==> src/rtl/prt_lb_mst.sv <==
// Local bus master: turns single-cycle host read/write pulses into level strobes,
// holds address/data through the access, and returns a one-cycle ack with status.
module prt_lb_mst #(
    parameter int P_STB_LEN = 4,
    parameter int P_GAP_LEN = 2,
    parameter int P_TIMEOUT = 255
) (
    input  logic        CLK_IN,
    input  logic        RST_IN,
    input  logic [21:0] HOST_ADR_IN,
    input  logic [31:0] HOST_DAT_IN,
    input  logic        HOST_WR_IN,
    input  logic        HOST_RD_IN,
    output logic [31:0] HOST_DAT_OUT,
    output logic        HOST_ACK_OUT,
    output logic        HOST_ERR_OUT,
    output logic        HOST_BUSY_OUT,
    output logic [21:0] LB_ADR_OUT,
    output logic [31:0] LB_DAT_OUT,
    output logic        LB_WR_OUT,
    output logic        LB_RD_OUT,
    input  logic [31:0] LB_DAT_IN,
    input  logic        LB_VLD_IN
);

    localparam int CNT_MAX = (P_TIMEOUT > P_STB_LEN)
                           ? ((P_TIMEOUT > P_GAP_LEN) ? P_TIMEOUT : P_GAP_LEN)
                           : ((P_STB_LEN > P_GAP_LEN) ? P_STB_LEN : P_GAP_LEN);
    localparam int CW = $clog2(CNT_MAX + 1);

    localparam logic [CW-1:0] STB_LAST  = CW'(P_STB_LEN);
    localparam logic [CW-1:0] GAP_LAST  = CW'(P_GAP_LEN);
    localparam logic [CW-1:0] TO_LAST   = CW'(P_TIMEOUT);
    localparam logic [CW-1:0] VLD_FIRST = CW'(3);
    localparam logic [CW-1:0] CNT_ONE   = CW'(1);

    typedef enum logic [1:0] {S_IDLE, S_WR, S_RD, S_GAP} state_t;

    state_t      state_q, state_d;
    logic [CW-1:0] cnt_q, cnt_d;
    logic [21:0] adr_q, adr_d;
    logic [31:0] lb_dat_q, lb_dat_d;
    logic [31:0] host_dat_q, host_dat_d;
    logic        wr_q, wr_d, rd_q, rd_d;
    logic        ack_q, ack_d, err_q, err_d, busy_q, busy_d;

    // NOTE: state registers use non-blocking assignment so every flop samples
    // the pre-edge values of its peers; blocking here would create order races.
    always_ff @(posedge CLK_IN or negedge RST_IN) begin
        if (!RST_IN) begin
            state_q    <= S_IDLE;
            cnt_q      <= '0;
            adr_q      <= '0;
            lb_dat_q   <= '0;
            host_dat_q <= '0;
            wr_q       <= 1'b0;
            rd_q       <= 1'b0;
            ack_q      <= 1'b0;
            err_q      <= 1'b0;
            busy_q     <= 1'b0;
        end else begin
            state_q    <= state_d;
            cnt_q      <= cnt_d;
            adr_q      <= adr_d;
            lb_dat_q   <= lb_dat_d;
            host_dat_q <= host_dat_d;
            wr_q       <= wr_d;
            rd_q       <= rd_d;
            ack_q      <= ack_d;
            err_q      <= err_d;
            busy_q     <= busy_d;
        end
    end

    always_comb begin
        // NOTE: every next-state signal gets a default before the case so no
        // path leaves it unassigned, which would otherwise infer a latch.
        state_d    = state_q;
        cnt_d      = cnt_q;
        adr_d      = adr_q;
        lb_dat_d   = lb_dat_q;
        host_dat_d = host_dat_q;
        wr_d       = wr_q;
        rd_d       = rd_q;
        busy_d     = busy_q;
        ack_d      = 1'b0;
        err_d      = 1'b0;

        case (state_q)
            S_IDLE: begin
                if (HOST_WR_IN && !HOST_RD_IN) begin
                    adr_d    = HOST_ADR_IN;
                    lb_dat_d = HOST_DAT_IN;
                    wr_d     = 1'b1;
                    busy_d   = 1'b1;
                    cnt_d    = CNT_ONE;
                    state_d  = S_WR;
                end else if (HOST_RD_IN && !HOST_WR_IN) begin
                    adr_d   = HOST_ADR_IN;
                    rd_d    = 1'b1;
                    busy_d  = 1'b1;
                    cnt_d   = CNT_ONE;
                    state_d = S_RD;
                end else if (HOST_RD_IN && HOST_WR_IN) begin
                    ack_d = 1'b1;
                    err_d = 1'b1;
                end
            end
            S_WR: begin
                if (cnt_q == STB_LAST) begin
                    wr_d    = 1'b0;
                    ack_d   = 1'b1;
                    cnt_d   = CNT_ONE;
                    state_d = S_GAP;
                end else begin
                    cnt_d = cnt_q + CNT_ONE;
                end
            end
            S_RD: begin
                // Valid in the first two strobe cycles is stale mux pipeline data.
                if (LB_VLD_IN && cnt_q >= VLD_FIRST) begin
                    host_dat_d = LB_DAT_IN;
                    rd_d       = 1'b0;
                    ack_d      = 1'b1;
                    cnt_d      = CNT_ONE;
                    state_d    = S_GAP;
                end else if (cnt_q == TO_LAST) begin
                    host_dat_d = '0;
                    rd_d       = 1'b0;
                    ack_d      = 1'b1;
                    err_d      = 1'b1;
                    cnt_d      = CNT_ONE;
                    state_d    = S_GAP;
                end else begin
                    cnt_d = cnt_q + CNT_ONE;
                end
            end
            S_GAP: begin
                if (cnt_q == GAP_LAST) begin
                    cnt_d   = '0;
                    busy_d  = 1'b0;
                    state_d = S_IDLE;
                end else begin
                    cnt_d = cnt_q + CNT_ONE;
                end
            end
            default: state_d = S_IDLE;
        endcase
    end

    assign HOST_DAT_OUT  = host_dat_q;
    assign HOST_ACK_OUT  = ack_q;
    assign HOST_ERR_OUT  = err_q;
    assign HOST_BUSY_OUT = busy_q;
    assign LB_ADR_OUT    = adr_q;
    assign LB_DAT_OUT    = lb_dat_q;
    assign LB_WR_OUT     = wr_q;
    assign LB_RD_OUT     = rd_q;

endmodule

==> config.mk <==
export PLATFORM = sky130hd
export DESIGN_NAME = prt_lb_mst
export DESIGN_NICKNAME = d
export VERILOG_FILES = /design/src/rtl/prt_lb_mst.sv
export SDC_FILE = /design/constraint.sdc
export NUM_CORES = 1
export LEC_CHECK = 0
export CAP_MARGIN = 30
export CORE_ASPECT_RATIO = 0.9
export CORE_MARGIN = 4
export CORE_UTILIZATION = 34
export CTS_BUF_LIST = sky130_fd_sc_hd__clkbuf_4
export CTS_CLUSTER_DIAMETER = 50
export DETAILED_ROUTE_END_ITERATION = 16
export PLACE_DENSITY = 0.68
export SLEW_MARGIN = 20
export SYNTH_ARGS = -nofsm -noshare
export SYNTH_HDL_FRONTEND = slang
export SYNTH_SLANG_ARGS = --single-unit
==> constraint.sdc <==
create_clock -name CLK_IN -period 1.8 [get_ports CLK_IN]
set_input_delay 0.18 -clock CLK_IN [delete_from_list [all_inputs] [get_ports CLK_IN]]
set_output_delay 0.18 -clock CLK_IN [all_outputs]
set_load 0.05 [all_outputs]
Yosys cells after proc, flatten, opt, wreduce, memory -nomap -nowiden
Index checks and enable logic that the tools add are counted.

Register bits: 101. Output and inout bits: 91. Logic and storage cells: 82.

Add/sub/neg operators: 1. Order comparisons: 1. Equal/unequal tests: 13. Mux-type cells: 38. Reduce and logical (&&, ||, !) cells: 19.

Operator list (count): $mux 32 (2); $mux 8 (6); $mux 22 (2); $pmux 8 s4 (1); $mux 1 (15); $mux 2 (6); $ne 2x2->1 const B (5); $reduce_bool 2->1 (5); $add 8x1->8 const B (1); $eq 8x2->1 const B (1); $eq 8x3->1 const B (1); $eq 8x8->1 const B (1); $ge 8x2->1 const B (1); $pmux 1 s2 (4); $pmux 2 s4 (1); $reduce_and 4->1 (2); $ne 3x3->1 const B (2); $reduce_and 2->1 (3); $reduce_and 3->1 (2); $eq 2x2->1 const B (2); $logic_and 1x1->1 (4); $pmux 1 s3 (1); $eq 2x1->1 const B (1); $logic_not 1->1 (2); $logic_not 2->1 (1).

Logic depth before layout (Yosys ltp)
Gate-level depths: netlist of the first run.

Word-level depth: 5. Mapped depth: 7. Gate-level depth less buffers: 7.

Least setup slack after synthesis of the first run
No wires, ideal clock.

Kind: register to register. Start: reg cnt_q[1]. End: reg cnt_q[0]. Arrival time: 1.839 ns. Path slack: -0.181 ns. Cell stages (with the launch flop): 8. Clock period less this slack: 1.981 ns. Path through: dfrtp_1 -> ha_1 -> or4_4 -> o21ai_4 -> nor2_2 -> a21oi_4 -> buf_6 -> a32oi_1.

Cells in the longest elaborated chain, start to end: 4. Elaborated cells between the ends (all ways): 10. Classes of those cells: order compare: 1; eq/ne: 3; mux: 5; reduce/logical: 1.

Ends and longest elaborated chain: from (decl) (RTL line 40) `logic [CW-1:0] cnt_q, cnt_d;`; from (signal assigned) (RTL line 63) `cnt_q <= cnt_d;`; $ge 8x2->1 / $eq 8x8->1 (equally long branches) (RTL line 121, 127); $logic_and 1x1->1 / $mux 8 (equally long branches) (RTL line 121, 127); $mux 8 (RTL line 121) `if (LB_VLD_IN && cnt_q >= VLD_FIRST) begin`; $pmux 8 s4 (*) (RTL line 89) `case (state_q)`.

Every way passes the cells marked *; elsewhere a longest branch is shown, timed or not. A chain may end at the register's enable or synchronous reset.

Worst setup path in the final report of the first run
Start: reg cnt_q[0]. End: reg ack_q (netlist: HOST_ACK_OUT).

Cells in the longest elaborated chain, start to end: 4. Elaborated cells between the ends (all ways): 8. Classes of those cells: order compare: 1; eq/ne: 2; mux: 4; reduce/logical: 1.

Ends and longest elaborated chain: $ge 8x2->1 / $eq 8x8->1 (equally long branches) (RTL line 121, 127); $logic_and 1x1->1 / $mux 1 (equally long branches) (RTL line 121, 127); $mux 1 (RTL line 121); $pmux 1 s3 (*) (RTL line 89); named net ack_d (RTL line 45) `logic ack_q, ack_d, err_q, err_d, busy_q, busy_d;`; to (signal assigned) (RTL line 69) `ack_q <= ack_d;`; to (decl) (RTL line 45).

Mark *: on every way through the listed nets, which the timed path passes. The rest lies on a longest branch.

==> impl.org, run 1 <==
** Routing
- Total via count after detailed routing :: 3266
- Wires add up to 11000 um.
- Number of nets with antenna violations after routing :: 0
- In the routed layout, each cell is associated on average with a via count of 4.73.
- Router iterations before antenna repair :: 4
- After the first detailed-routing iteration, the DRC count stood at 115.
- In the final routed layout, each cell accounts on average for 16.0 um.
- Total DRC errors in the routed layout :: 0

** Logic synthesis
- Cell count after synthesis :: 308
- Post-synthesis share of cell area spent on full adders, half adders and majority gates :: 3.59%
- Area of the mapped netlist :: 4190 um^2
- Flops & latches, synth :: 101
- By area, the combinational part of the netlist is dominated by multiplexers.
- After synthesis, the mean cell area works out to 13.6 um^2.
- Summing the areas of all compound-gate instances in the mapped netlist gives 12.0% of the synthesized area.
- Yosys mapped a number of flops with a built-in enable equal to 0.
- Counting every net in the synthesized netlist gives 411.
- Share of synthesized registers carrying an async set or reset :: 100%
- Xor/xnor cell area share of the yosys netlist :: 0%
- Sequential elements use 60.4% of the synthesized area.
- Yosys cell types :: 36
- Area fraction in and, or, nand and nor cells after synthesis :: 5.29%
- Multiplexer cells account for 15.5% of the synthesized area.
- Top_reg_cell synth :: dfrtp_1
- Warnings, synthesis :: 0

** Worst setup path
- STA puts the critical path data arrival time at 2.26 ns.
- Among all stages on the critical path, the largest delay is contributed by dfrtp_1.
- STA puts the critical path data required time at 2.13 ns.
- Walking the worst path, the cells encountered are ha_2 > or4_4 > o21ai_4 > nor2_4 > a21oi_4 > buf_6 > buf_4 > a31oi_1.
- CP Capture Type :: flop
- STA classifies the critical path startpoint as a flop.
- In this run the worst path has a maximum fanout of 3.
- Crit Path Category :: reg -> reg
- In this design, the stage delay of the slowest critical-path cell is 0.42 ns.

** Timing
- The number of hold violations in the final report was 0.
- Final Max Slew Viols :: 0
- Worst-case hold slack :: 0.216 ns
- Least setup slack across all paths after layout :: -0.136 ns
- In the finished design, the share of the clock period the worst path needs comes to 108%.
- Final setup viols :: 42
- For the pin with the worst max-slew slack, the measured transition is 0.548 ns.
- Setup repair after global routing could not meet its margin everywhere.
- Maximum clock frequency :: 0.517 GHz
- Measured against its own limit, the worst slew margin works out to 63.5%.
- Total negative slack for setup checks :: -4.10 ns
- Clock skew :: 0.0147 ns
- Subtracting the final worst setup slack from the clock period gives 1.94 ns.

** Placement
- The placed instances occupy a cell area of 6410 um^2.
- The count of buffers added on input and output ports is 181.
- OpenSTA, run right after detailed placement, puts the worst setup slack at -0.238 ns.
- After legalization and detailed placement, the total HPWL measured 8110 um.
- The congestion estimate from routability-driven global placement came to 0.814.

** Worst hold path
- Kind of path behind the tightest hold check :: in -> async

** Finish
- Total of fill cells in the finished design :: 1042
- From synthesis to final layout, the design area changed by 58.2%.
- Post-layout instance area :: 6620 um^2
- Of the cells placed in the final design, the portion with a size suffix greater than 1 is 25.1%.
- Layout net count :: 627

** CTS
- Cell chosen for the clock root :: clkbuf_4
- TritonCTS built the clock tree.
- Clock-pin slew was measured on the worst setup and hold paths at 0.15 ns.
- Clock latency on the worst-skew pair :: 0.46 ns
- For this design, the sink count on the clock tree is 101.
- Buffer levels on the longest clock path :: 2
- TritonCTS buffer count :: 9
- Level count of the clock H-tree :: 3

** Global routing
- For this run, the total global-route usage over all layers was measured as 15.4%.
- First-pass GRT wire length :: 17600 um
- Entering global routing, the biggest net connects 41 pins.
- The number of global-route vias before repair came to 3521.
- Global routing finished with a remaining overflow of 0.
- The number of antenna violations at the first check in global routing is 1.

** Floorplan
- Die area :: 14200 um^2
- CORE AREA :: 12000 um^2
- The floorplan step set the die width to 125 um.
- Top-Level Pins :: 182
- Placement Rows :: 38
- In this run the vertical extent of the chip is 113 um.
- Initial Utilization :: 34.8%

** Pwr
- Leakage Power :: 0.00312 uW
- Power per cell area :: 1930 nW/um^2
- Final Power :: 12800 uW
- The worst-case IR drop observed on VDD is 0.951 mV.

** Run status
- The final reports fail on negative setup slack.
- Run status :: finished with violations

** Run
- The tool flagged a number of max-cap violations equal to 0.
-- power by group --
part,switching (uW),internal (uW)
Combinational,5160,2590
Clock,753,459
Sequential,503,3300
Total,6410,6350
-- per-stage QoR --
stage / std cells / utilization [%]
after detailed placement: 665 / 53.3
final: 690 / 55.1
after floorplan: 308 / -
after global routing: 690 / 55.1
after global placement: 665 / 53.3
after CTS: 685 / 54.1
-- registers in the layout (all words and copies together) (netlist names), 2 cells and up --
register / count
state_q: 2
cnt_q: 8
LB_ADR_OUT: 22
LB_DAT_OUT: 32
HOST_DAT_OUT: 32
-- cells by family (layout without fill, tap and decap cells) --
logic type	count (synthesis)	after routing
AOI/OAI and AO/OA	63	63
other	0	1
buffers and inverters	28	249
adders and majority gates	12	12
and+or+nand+nor	46	46
muxes	58	58
DFF	101	101
-- final timing paths --
path | from | endpoint | slack (ns) | depth (start not counted)
worst min-delay path | RST_IN | LB_ADR_OUT[20] | 0.22 | 2
worst max-delay path | cnt_q[0] | HOST_ACK_OUT | -0.14 | 8
min in group CLK_IN | LB_DAT_IN[20] | HOST_DAT_OUT[20] | 0.31 | 2
max in group asynchronous | RST_IN | LB_DAT_OUT[28] | 0.96 | 3
worst max register to register | cnt_q[0] | HOST_ACK_OUT | -0.14 | 8
worst min register to register | HOST_DAT_OUT[23] | HOST_DAT_OUT[23] | 0.51 | 1
-- layout make-up --
type                            instances  area, um^2  area share [%]
Antenna cell                            1        2.50          0.0378
Clock buffer                           11        82.6            1.25
Clock inverter                          5        58.8           0.888
Inverter                               11        41.3           0.623
Multi-Input combinational cell        179        1600            24.2
Sequential cell                       101        2530            38.2
Tap cell                              160         200            3.02
Timing Repair Buffer                  222        2110            31.8
-- cells in the mapped netlist, types with 2 or more instances --
| cell | number | share of area, % |
|---|---|---|
| a21oi_1 | 6 | 0.72 |
| a22o_1 | 33 | 6.9 |
| a41oi_1 | 2 | 0.42 |
| buf_1 | 3 | 0.27 |
| buf_6 | 4 | 1.1 |
| clkbuf_1 | 10 | 0.90 |
| dfrtp_1 | 101 | 60 |
| ha_1 | 12 | 3.6 |
| inv_1 | 11 | 0.99 |
| mux2_2 | 55 | 15 |
| mux2i_1 | 3 | 0.72 |
| nand2_1 | 15 | 1.3 |
| nand3_1 | 5 | 0.60 |
| nand4_1 | 3 | 0.45 |
| nor2_1 | 10 | 0.90 |
| nor3_1 | 5 | 0.60 |
| o21ai_0 | 6 | 0.72 |
| o21ai_1 | 6 | 0.72 |
-- cell usage in the layout (no fill, tap or decap), types with 2 or more instances in the layout --
cell type        count
a41oi_2              2
nand4_1              3
o21ai_0              6
ha_1                 9
a22o_1              33
buf_12               5
nand2_1             15
clkdlybuf4s50_1     89
nand3_1              5
buf_4               32
inv_1               11
o21ai_2              3
clkbuf_4            11
nor3_1               5
mux2_2              55
o21ai_1              3
nor2_1               9
buf_6                5
a21oi_1              5
mux2i_1              3
ha_2                 2
dlygate4sd2_1       88
dfrtp_1            101
-- critical path: cells and delay by family, from the launching register on --
family	cells	cell delay [ns]
buf+inv	2	0.25
compound gates	3	0.45
flops	1	0.42
simple gates	2	0.50
fa+ha+maj	1	0.19
-- layer usage --
| metal | vias up | global-route usage, % | wire [um] | part of all wire (%) |
|---|---|---|---|---|
| met5 | - | 0 | 0 | 0 |
| met4 | 0 | 4.34 | 127 | 1.2 |
| met3 | 9 | 8.02 | 1130 | 10 |
| met2 | 133 | 25.4 | 5300 | 48 |
| met1 | 1572 | 17.7 | 4450 | 40 |
| li1 | 1552 | - | - | - |
-- timing repair --
action / CTS / global route
cloned: 0 / 2
hold buffers: 1 / 0
buffers inserted: 3 / 2
pin swaps: 9 / 12
endpoints found under the hold margin: 37 / 0
setup endpoints to repair: 131 / 66
resized for setup: 95 / 15
(Power assumes the default switching activity.)
==> run 2: changes to the inputs <==
--- a/config.mk
+++ b/config.mk
@@ -13,7 +13,7 @@
 export CTS_CLUSTER_DIAMETER = 50
 export DETAILED_ROUTE_END_ITERATION = 16
 export PLACE_DENSITY = 0.68
-export SLEW_MARGIN = 20
+export SLEW_MARGIN = 25
 export SYNTH_ARGS = -nofsm -noshare
 export SYNTH_HDL_FRONTEND = slang
 export SYNTH_SLANG_ARGS = --single-unit
==> results of run 2 <==
The final DEF is identical to that of run 1; final timing and power are the same.
==> run 3: changes to the inputs <==
--- a/config.mk
+++ b/config.mk
@@ -12,7 +12,8 @@
 export CTS_BUF_LIST = sky130_fd_sc_hd__clkbuf_4
 export CTS_CLUSTER_DIAMETER = 50
 export DETAILED_ROUTE_END_ITERATION = 16
-export PLACE_DENSITY = 0.68
+export MAX_ROUTING_LAYER = met4
+export PLACE_DENSITY_LB_ADDON = 0.12
 export SLEW_MARGIN = 25
 export SYNTH_ARGS = -nofsm -noshare
 export SYNTH_HDL_FRONTEND = slang
==> run 3 against run 2 <==
  * The run still ends with negative setup slack left
  * Via count unchanged
  * Non-clock buffer count decreased by 1
  * Wire length increased by 0.63%
  * Global-route usage increased by 0.60 points
  * Die area unchanged
  * Largest cell class unchanged
  * Critical endpoint is now HOST_DAT_OUT[5]
  * Hold slack got worse by 0.10 ns
  * Critical path type unchanged
  * Sequential power about the same
  * Flip-flop and latch count unchanged
  * Final area increased by 0.40%
==> impl.org, run 3 (synthesis results as in run 1) <==
** CTS
- The clock insertion delay at the later pin of the skew report came to 0.43 ns (-0.03 ns).
- TritonCTS built the clock tree.
- The clock-pin slew reported for the worst setup and hold paths after clock tree synthesis is 0.14 ns (about the same).
- The total number of H-tree levels came to 3 (unchanged).
- Buffer levels on the longest clock path :: 2 (unchanged)
- Cell chosen for the clock root :: clkbuf_4
- The TritonCTS buffer count was 9 (unchanged).
- The clock sink count is 101 (unchanged).

** Finish
- Footprint of the multi-input gates :: 1600 um^2 (unchanged)
- Compared with the post-synthesis result, the final layout area differs by 58.9%.
- The count of placed standard cells in the final layout, fillers left out came to 686 (-0.58%).
- Leaving out fill and tap cells, the most frequent cell in the layout is dfrtp_1.
- The fill cell instance count of the final layout came to 1077 (+3.4%).
- Share of final-layout standard cells stronger than drive strength 1 :: 25.5% (+0.33 points)
- The number of nets in the layout was 626 (-0.16%).
- Antenna cell count :: 0 (-1)
- Commonest non-fill, non-tap cells in the layout :: 101 x dfrtp_1, 89 x clkdlybuf4s50_1, 86 x dlygate4sd2_1, 55 x mux2_2, 33 x a22o_1
- Area occupied by registers :: 2530 um^2 (unchanged)

** Pwr
- The power density relative to cell area was 1920 nW/um^2 (-0.58%).
- The overall power consumption came to 12700 uW (-0.18%).
- Max rail drop VDD :: 1.14 mV (+20%)
- The static power due to leakage was 0.00314 uW (+0.67%).

** Floorplan
- The I/O pin count is 182 (unchanged).
- The row count is 38 (unchanged).
- Die area :: 14200 um^2 (unchanged)
- Die height :: 113 um (unchanged)
- The core box area was 12000 um^2 (unchanged).
- The horizontal die dimension came to 125 um (unchanged).
- The initial core utilization came to 34.8% (unchanged).

** Placement
- The total of buffers placed on input and output ports came to 181 (unchanged).
- The routability congestion estimate from global placement came to 0.792 (-2.6%).
- The final HPWL from detailed placement was 8000 um (-1.4%).
- The number of placed cells counting well taps was 664 (-0.15%).

** Worst setup path
- CP Capture Type :: flop
- The critical path in this run is classified as reg -> reg.
- Type of element launching the critical path :: flop
- Data arrival time of the critical path :: 2.32 ns (+0.06 ns)
- Worst-path cell chain :: ha_2 > or4_4 > o21ai_4 > nor2_4 > a21oi_4 > buf_12 > clkbuf_16 > a22o_1
- Delay of the slowest cell on the worst path :: 0.43 ns (about the same)
- Maximum fanout along the worst path :: 6 (+3)
- Worst-path cell with the longest stage delay :: or4_4
- The cell family contributing the most delay on the critical path is simple AND/OR/NAND/NOR gates.
- The endpoint required time on the critical path is 2.18 ns (+0.05 ns).
- The number of buffers and inverters on the critical path is 2 (unchanged).

** Routing
- Total DRC errors in the routed layout :: 0 (unchanged)
- Via density :: 4.76 (+0.58%)
- Total via count after detailed routing :: 3266 (unchanged)
- The aggregate routed wire length came to 11100 um (+0.63%).
- The count of TritonRoute iterations in the first routing pass was 4 (unchanged).
- Routed length per instance :: 16.1 um (+1.2%)
- Initial DRC count :: 103 (-10%)
- Number of nets with antenna violations after routing :: 0 (unchanged)

** Global routing
- The global-route usage over all layers is 16.0% (+0.60 points).
- First-pass GRT wire length :: 17800 um (+1.0%)
- Initial antenna violation count :: 0 (-1)
- Vias in the first global route :: 3519 (-0.057%)
- The total congestion overflow is 0 (unchanged).
- The largest net degree at the start of global routing is 52 (+27%).

** Worst hold path
- Kind of path behind the tightest hold check :: in -> async

** Timing
- The final number of setup-violating endpoints came to 43 (+2.4%).
- The transition time at the pin with the least slew margin is 0.560 ns (+0.0118 ns).
- Maximum clock frequency :: 0.515 GHz (-0.25%)
- The period utilization is 108% (+0.27 points).
- The final-report max-slew violation count was 0 (unchanged).
- Worst relative slew slack :: 62.8% (-0.64 points)
- Final Hold Vio Count :: 0 (unchanged)
- Clock skew :: 0.0106 ns (-0.00405 ns)
- Least setup slack across all paths after layout :: -0.141 ns (-0.00489 ns)
- Worst-case hold slack :: 0.115 ns (-0.101 ns)
- Final critical-path required period :: 1.94 ns (+0.00489 ns)
- Setup repair after global routing missed its margin :: true

** Run status
- The checks that failed: negative setup slack.
- The flow ran to the end, but the final reports show violations.

** Run
- Number of maximum-capacitance constraint violations :: 0 (unchanged)
## run 3: changes by cell type in the layout (fill, tap and decap cells not counted), sizes merged
cell,previous run,this run
clkbuf,12,13
dlygate4sd2,88,86
inv,12,11
diode,1,0
buf,43,42
## run 3: cell type report
class	instances	area share (%)
flip-flops and latches	101	38.0
repair buffers	221	32.4
multi-input cells	179	24.1
well taps	160	3.01
clock buffers	10	1.13
clock inverters	4	0.772
inverters	11	0.621
## run 3: where the power goes
group / internal, uW / leakage, uW / total (uW) / switching (uW)
clock network: 426 / 0.0000683 / 1130 / 702
registers: 3300 / 0.00125 / 3800 / 497
logic: 2630 / 0.00182 / 7820 / 5190
total: 6350 / 0.00314 / 12700 / 6380
## run 3: worst register-to-register path, cell delays in order (launching register included)
cell       delay, ns
dfrtp_1         0.41
ha_2            0.19
or4_4           0.43
o21ai_4         0.21
nor2_4          0.08
a21oi_4         0.13
buf_12          0.15
clkbuf_16       0.15
a22o_1          0.12
## run 3: through the flow
step                instance area (um^2)  setup WS (ns)  utilization (%)  TNS, ns
floorplan                           4200         -0.144                -    -3.95
global placement                    6430         -0.176             53.4    -6.24
detailed placement                  6430         -0.187             53.4    -7.26
CTS                                 6480         -0.191             53.9    -6.63
global route                        6650         -0.204             55.3    -7.39
finish                              6650         -0.141             55.3    -4.62
## run 3: path summary, 6_finish.rpt
path	start	to	slack, ns	cells after the start
worst min-delay path	RST_IN	cnt_q[4]	0.12	2
worst min register to register	HOST_DAT_OUT[19]	HOST_DAT_OUT[19]	0.51	1
min in group CLK_IN	HOST_DAT_IN[12]	LB_DAT_OUT[12]	0.34	2
worst max-delay path	cnt_q[1]	HOST_DAT_OUT[5]	-0.14	8
max in group asynchronous	RST_IN	LB_DAT_OUT[2]	1.18	3
worst max register to register	cnt_q[1]	HOST_DAT_OUT[5]	-0.14	8
## run 3: repair_timing
action                                 in CTS  in global routing
pin swaps                                   1                  8
endpoints found under the hold margin     101                  0
hold buffers                                1                  0
gates cloned                                0                  4
setup endpoints to repair                 130                 66
resized for setup                          91                 10
buffers inserted                            1                  2
## run 3: layer usage
layer	part of all wire, %	vias to the layer above	track usage (%)
li1	-	1535	-
met1	45	1588	20.1
met2	45	133	23.9
met3	9.2	10	7.03
met4	1.0	0	4.12
met5	0	-	-
